--- config.mk ---
export PLATFORM = sky130hd
export DESIGN_NAME = gf180mcu_fd_sc_mcu7t5v0__subf_serial
export DESIGN_NICKNAME = d
export VERILOG_FILES = /design/src/rtl/gf180mcu_fd_sc_mcu7t5v0__subf_serial.sv
export SDC_FILE = /design/constraint.sdc
export NUM_CORES = 1
export LEC_CHECK = 0
export CORE_MARGIN = 2
export CORE_UTILIZATION = 50
export DETAILED_ROUTE_END_ITERATION = 7
export GPL_ROUTABILITY_DRIVEN = 1
export PLACE_DENSITY = 0.77
export RECOVER_POWER = 100
export SETUP_SLACK_MARGIN = 0.5
export SYNTH_ARGS = -nofsm -noshare
export SYNTH_HDL_FRONTEND = slang
export SYNTH_SLANG_ARGS = --single-unit
--- constraint.sdc ---
create_clock -name CLK -period 1.5 [get_ports CLK]
set_input_delay 0.3 -clock CLK [delete_from_list [all_inputs] [get_ports CLK]]
set_output_delay 0.3 -clock CLK [all_outputs]
set_load 0.05 [all_outputs]
--- src/rtl/gf180mcu_fd_sc_mcu7t5v0__subf_serial.sv ---
// Bit-serial WIDTH-bit subtractor: one full-subtractor slice plus a borrow flop, LSB first.
// Define GF180MCU_FD_SC_MCU7T5V0__SUBF_SERIAL_OV_EN to add the signed-overflow output OV.
module gf180mcu_fd_sc_mcu7t5v0__subf_serial #(
    parameter int WIDTH = 8
) (
    input  logic             CLK,
    input  logic             RN,
    input  logic             START,
    input  logic [WIDTH-1:0] A,
    input  logic [WIDTH-1:0] B,
    input  logic             BI,
    output logic             BUSY,
    output logic             DONE,
    output logic [WIDTH-1:0] D,
    output logic             BO,
`ifdef GF180MCU_FD_SC_MCU7T5V0__SUBF_SERIAL_OV_EN
    output logic             OV,
`endif
    output logic [1:0]       dbg_state
);

    localparam int CW = (WIDTH > 1) ? $clog2(WIDTH) : 1;

    typedef enum logic [1:0] {
        S_IDLE = 2'd0,
        S_RUN  = 2'd1,
        S_DONE = 2'd2
    } state_t;

    state_t           state;
    state_t           state_nxt;
    logic [WIDTH-1:0] a_sh;
    logic [WIDTH-1:0] b_sh;
    logic [WIDTH-1:0] res_sh;
    logic [WIDTH-1:0] res_nxt;
    logic [CW-1:0]    cnt;
    logic             brw;
    logic             brw_nxt;
    logic             bit_d;
    logic             capture;
    logic             last;

    // Handshake: START is accepted only in IDLE or DONE; while BUSY it is ignored.
    assign capture = START && ((state == S_IDLE) || (state == S_DONE));
    assign last    = (state == S_RUN) && (cnt == CW'(WIDTH - 1));

    // Full-subtractor slice on the current LSBs.
    always_comb begin
        bit_d   = a_sh[0] ^ b_sh[0] ^ brw;
        brw_nxt = (~a_sh[0] & b_sh[0]) | (~a_sh[0] & brw) | (b_sh[0] & brw);
        res_nxt = WIDTH'({bit_d, res_sh} >> 1);
    end

    always_ff @(posedge CLK or negedge RN) begin
        if (!RN) state <= S_IDLE;
        else     state <= state_nxt;
    end

    always_comb begin
        state_nxt = state;
        case (state)
            S_IDLE:  if (START) state_nxt = S_RUN;
            S_RUN:   if (last) state_nxt = S_DONE;
            S_DONE:  state_nxt = START ? S_RUN : S_IDLE;
            default: state_nxt = S_IDLE;
        endcase
    end

    always_comb begin
        BUSY      = (state == S_RUN);
        DONE      = (state == S_DONE);
        dbg_state = state;
    end

    always_ff @(posedge CLK or negedge RN) begin
        if (!RN) begin
            a_sh   <= '0;
            b_sh   <= '0;
            res_sh <= '0;
            brw    <= 1'b0;
            cnt    <= '0;
            D      <= '0;
            BO     <= 1'b0;
        end else if (capture) begin
            a_sh   <= A;
            b_sh   <= B;
            res_sh <= '0;
            brw    <= BI;
            cnt    <= '0;
        end else if (state == S_RUN) begin
            a_sh   <= a_sh >> 1;
            b_sh   <= b_sh >> 1;
            res_sh <= res_nxt;
            brw    <= brw_nxt;
            cnt    <= cnt + CW'(1);
            if (last) begin
                D  <= res_nxt;
                BO <= brw_nxt;
            end
        end
    end

`ifdef GF180MCU_FD_SC_MCU7T5V0__SUBF_SERIAL_OV_EN
    // On the MSB step brw is the borrow into the MSB and brw_nxt the borrow out of it.
    always_ff @(posedge CLK or negedge RN) begin
        if (!RN)       OV <= 1'b0;
        else if (last) OV <= brw ^ brw_nxt;
    end
`endif

endmodule

== After elaboration in Yosys (flattened, before gate mapping) ==
Cells that the tools add are included.
Operators by class
  add/subtract/negate cells: 1
  equality and inequality tests: 5
  multiplexer cells: 14
  bitwise gates (word level): 9
  reduce and logical (&&, ||, !) cells: 7
Operators by type and width (number)
  two-way mux 8 bit: 6
  two-way mux 3 bit: 2
  case mux 2 bit (3 select lines): 1
  two-way mux 2 bit: 2
  adder 3 x 1 -> 3 bit (second input constant): 1
  AND 1 bit: 3
  == test 3 bit (second input constant): 1
  two-way mux 1 bit: 3
  AND reduction 3 bit: 1
  == test 2 x 1 -> 1 bit (second input constant): 1
  == test 2 bit (second input constant): 1
  logical AND 1 bit: 2
  zero test 2 bit: 1
  != test 2 x 1 -> 1 bit (second input constant): 1
  != test 2 bit (second input constant): 1
  inverter 1 bit: 2
  OR 1 bit: 2
  AND reduction 2 bit: 1
  nonzero test 2 bit: 1
  XOR 1 bit: 2
  logical OR 1 bit: 1
Word-level totals
  bits in registers: 39
  word-level logic and storage cells: 44

== Logic depth before layout (Yosys ltp) ==
Gate-level depths: netlist (run 1).
  word-level depth: 6
  depth in mapped cells: 6
  mapped depth without buffers: 5

== Worst setup path before layout (run 1) ==
No wires, ideal clock.
  path type: reg-to-output
  start point: register state[1] (netlist: dbg_state[1])
  end point: output port DONE
  arrival time: 1.813 ns
  required time: 1.200 ns
  setup slack: -0.613 ns
  cell stages (with the launch flop): 4
  buffers on the path: 2
  cell sequence: dfrtp_1 > buf_6 > buf_2 > nor2b_1
On the way
  cells in the longest elaborated chain, start to end: 1
Ends and longest elaborated chain
  start, declared: line 30  | state_t state;
  start signal, assigned: line 56  | else state <= state_nxt;
  == test 2 bit: line 71  | DONE = (state == S_DONE);
  end, declared: line 13  | output logic DONE,
Every way passes these cells.

== Worst setup path in the final report (run 1) ==
  start point: register state[0] (netlist: dbg_state[0])
  end point: output port DONE
Same word-level chain as after synthesis.

==> impl_metrics.yaml, run 1 <==
clock_tree:
  htreeDepth: 2
  insertion_delay_ns: 0.36
  cts_sinks: 38
  clk_path_buf_depth: 2
  ctsRootBufferMaster: "clkbuf_4"
  cts_made_buffers: 5
  tritoncts: "done"
  clkTransAtPathRegs_ns: 0.13
sta:
  period_share_pct: 105
  rsz0062_at_grt: "true"
  setup_viol: 12
  timing.fmax_mhz: 636
  drv_slew: 0
  max_slew_margin_pct: 66.1
  fin_crit_ns: 1.57
  fin_ws_ns: -0.0719
  clock_skew_ns: 0.0227
  worstMarginPinSlew_ns: 0.508
  hold_viol: 0
routing:
  num_vias: 1620
  wl_um: 6290
  avgRoutedWirePerCell_um: 22.8
  drt_drc_violations_left: 0
  drt_iter0_markers: 195
  final_antenna_net_count: 0
  drt_first_pass_iters: 4
  viasPerCell: 5.87
setup_path:
  arrival_ns: 1.27
  r2r-end: "res_sh[2]"
  rr_startpoint: "dbg_state[0]"
  crit_chain: "buf_12 -> nor2b_4 -> buf_12"
  reg2reg_depth: 7
  cp_max_fo: 4
  cp_common_cell: "buf_12"
  slowest_delay_ns: 0.49
  r2r_setup_slack_ns: -0.05
  critPathSlowestCell: "dfrtp_2"
  worstSetupPathType: "reg2out"
  critPathLaunchType: "flip-flop"
  end_kind: "primary output"
  required_ns: 1.20
  crit_start: "dbg_state[0]"
power_and_ir_drop:
  peakVddDrop_uv: 1140
  p_per_area_nw_per_um2: 2240
  p_leak_uw: 0.00138
floorplanning:
  num_rows: 21
  die_y_um: 63.5
  die-area_um2: 4030
  die_width_um: 63.5
  start_util_pct: 52.6
  core-area_um2: 3360
  io_pins: 33
status:
  violations: "negative setup slack"
  status: "complete, but fails checks"
job:
  maxCapViolations: 0
yosys:
  ys_warn_count: 0
  synth_seq_cells: 38
  synth_nets: 167
  yosysSeqAreaShare_pct: 53.8
  netlist_instances: 144
  synth_cell_types: 23
  syn_avg_cell_area_um2: 12.3
  syn_area_um2: 1770
global_routing:
  grt_pass1_wl_um: 8160
  grt_usage_pct: 27.0
  gr-total-overflow: 0
  antenna_found_initial: 0
  grt_max_degree: 22
  grt_pass1_vias: 1575
final_layout:
  antenna_cells: 0
  seq_area_um2: 953
  nets: 252
  fin_util_pct: 89.8
  multi_input_area_um2: 938
  n_fill_cell: 142
  stdcell_area_um2: 3020
  final_cell_mix: "dfrtp_1 (36), buf_4 (34), clkdlybuf4s50_1 (17)"
  drive_gt1_share_pct: 53.5
  layout_commonest_cell: "dfrtp_1"
  area_growth_syn_to_layout_pct: 70.8
place:
  hpwl_um: 2590
  io_buffers: 32
  dp_slack_ns: -0.125
  postPlaceCellArea_um2: 2370
  gp_congestion: 0.761
worst_hold_path:
  hp-class: "in2async"
[final cells by class]
type,count,area share (%)
inverters,7,1.12
multi-input cells,90,31.1
clock inverters,2,0.414
clock buffers,6,1.70
well taps,46,1.91
flip-flops and latches,38,31.6
repair buffers,87,32.2
[where the power goes]
| part | internal, uW | switching [uW] | leakage (uW) |
|---|---|---|---|
| clock | 226 | 377 | 0.0000343 |
| combinational | 2220 | 1910 | 0.000879 |
| sequential | 1500 | 525 | 0.000464 |
[cell usage after synthesis]
cell | n | area [um^2]
dfrtp_1 | 38 | 951
a21oi_1 | 15 | 75.1
mux2_2 | 12 | 135
mux2i_1 | 12 | 120
nor2b_1 | 11 | 68.8
a211oi_1 | 10 | 75.1
a22o_1 | 8 | 70.1
inv_1 | 6 | 22.5
buf_4 | 5 | 37.5
o22ai_1 | 5 | 31.3
o21ai_0 | 4 | 20.0
buf_6 | 3 | 33.8
buf_2 | 2 | 10.0
ha_1 | 2 | 25.0
nand2b_1 | 2 | 12.5
nand3_1 | 2 | 10.0
a21o_1 | 1 | 7.51
fa_1 | 1 | 20.0
inv_2 | 1 | 3.75
nand2_1 | 1 | 3.75
nand3b_4 | 1 | 20.0
nor2_2 | 1 | 6.26
o2bb2ai_1 | 1 | 8.76
[per-layer routing]
metal,share of wire (%),vias to the layer above,track usage [%]
met1,36,818,29.0
met3,5.0,26,4.29
met4,4.3,0,12.8
li1,-,689,-
met5,0,-,0
met2,54,87,51.1
[flip-flops by register name, summed over array words and instances, names as in the netlist]
register and cells:
BO 1, D 8, a_sh 8, b_sh 8
brw 1, cnt 3, dbg_state 2, res_sh 7
[timing repair]
| action | in CTS | in global routing |
|---|---|---|
| pin swaps | 2 | 4 |
| setup buffers | 15 | 27 |
| endpoints found under the setup margin | 51 | 51 |
| hold endpoints to repair | 38 | 0 |
| gates resized for setup | 23 | 28 |
| hold buffers | 1 | 0 |
| cloned | 2 | 0 |
[worst max path at each step]
stage / cells past startpoint / end / slack [ns]
2_1_floorplan: 3 / DONE / 0.04
3_3_place_gp: 5 / a_sh[3] / -0.05
3_5_place_dp: 5 / a_sh[3] / -0.12
4_1_cts: 3 / DONE / -0.04
5_1_grt: 3 / DONE / -0.09
6_report: 3 / DONE / -0.07
[worst max-delay path, delay by kind of cell (launching register included)]
kind                   cells  cell delay [ns]
and+or+nand+nor            1             0.12
DFF                        1             0.49
buffers and inverters      2             0.30
[per-stage QoR]
stage	instances	hold slack, ns	TNS, ns	total power [uW]
6_report	276	0.543	-0.311	6760
5_1_grt	276	0.567	-0.643	6990
4_1_cts	249	0.434	-0.0416	5750
3_5_place_dp	223	0.279	-1.41	4700
3_3_place_gp	223	0.284	-0.607	4590
2_1_floorplan	144	0.00441	0	3680
[cell families after synthesis]
| logic type | share of synthesized area, % |
|---|---|
| AO/OA/AOI/OAI | 16.3 |
| flip-flops | 53.8 |
| multiplexers | 14.4 |
| adder cells (fa/ha/maj) | 2.55 |
| buffers and inverters | 6.09 |
| AND/OR/NAND/NOR | 6.87 |
Power figures use the tool's default switching activity.
==> run 2, diff against run 1 <==
--- a/config.mk
+++ b/config.mk
@@ -5,6 +5,7 @@
 export SDC_FILE = /design/constraint.sdc
 export NUM_CORES = 1
 export LEC_CHECK = 0
+export ABC_CLOCK_PERIOD_IN_PS = 1500
 export CORE_MARGIN = 2
 export CORE_UTILIZATION = 50
 export DETAILED_ROUTE_END_ITERATION = 7
==> results of run 2 <==
The final DEF is identical to that of run 1; final timing and power are the same.
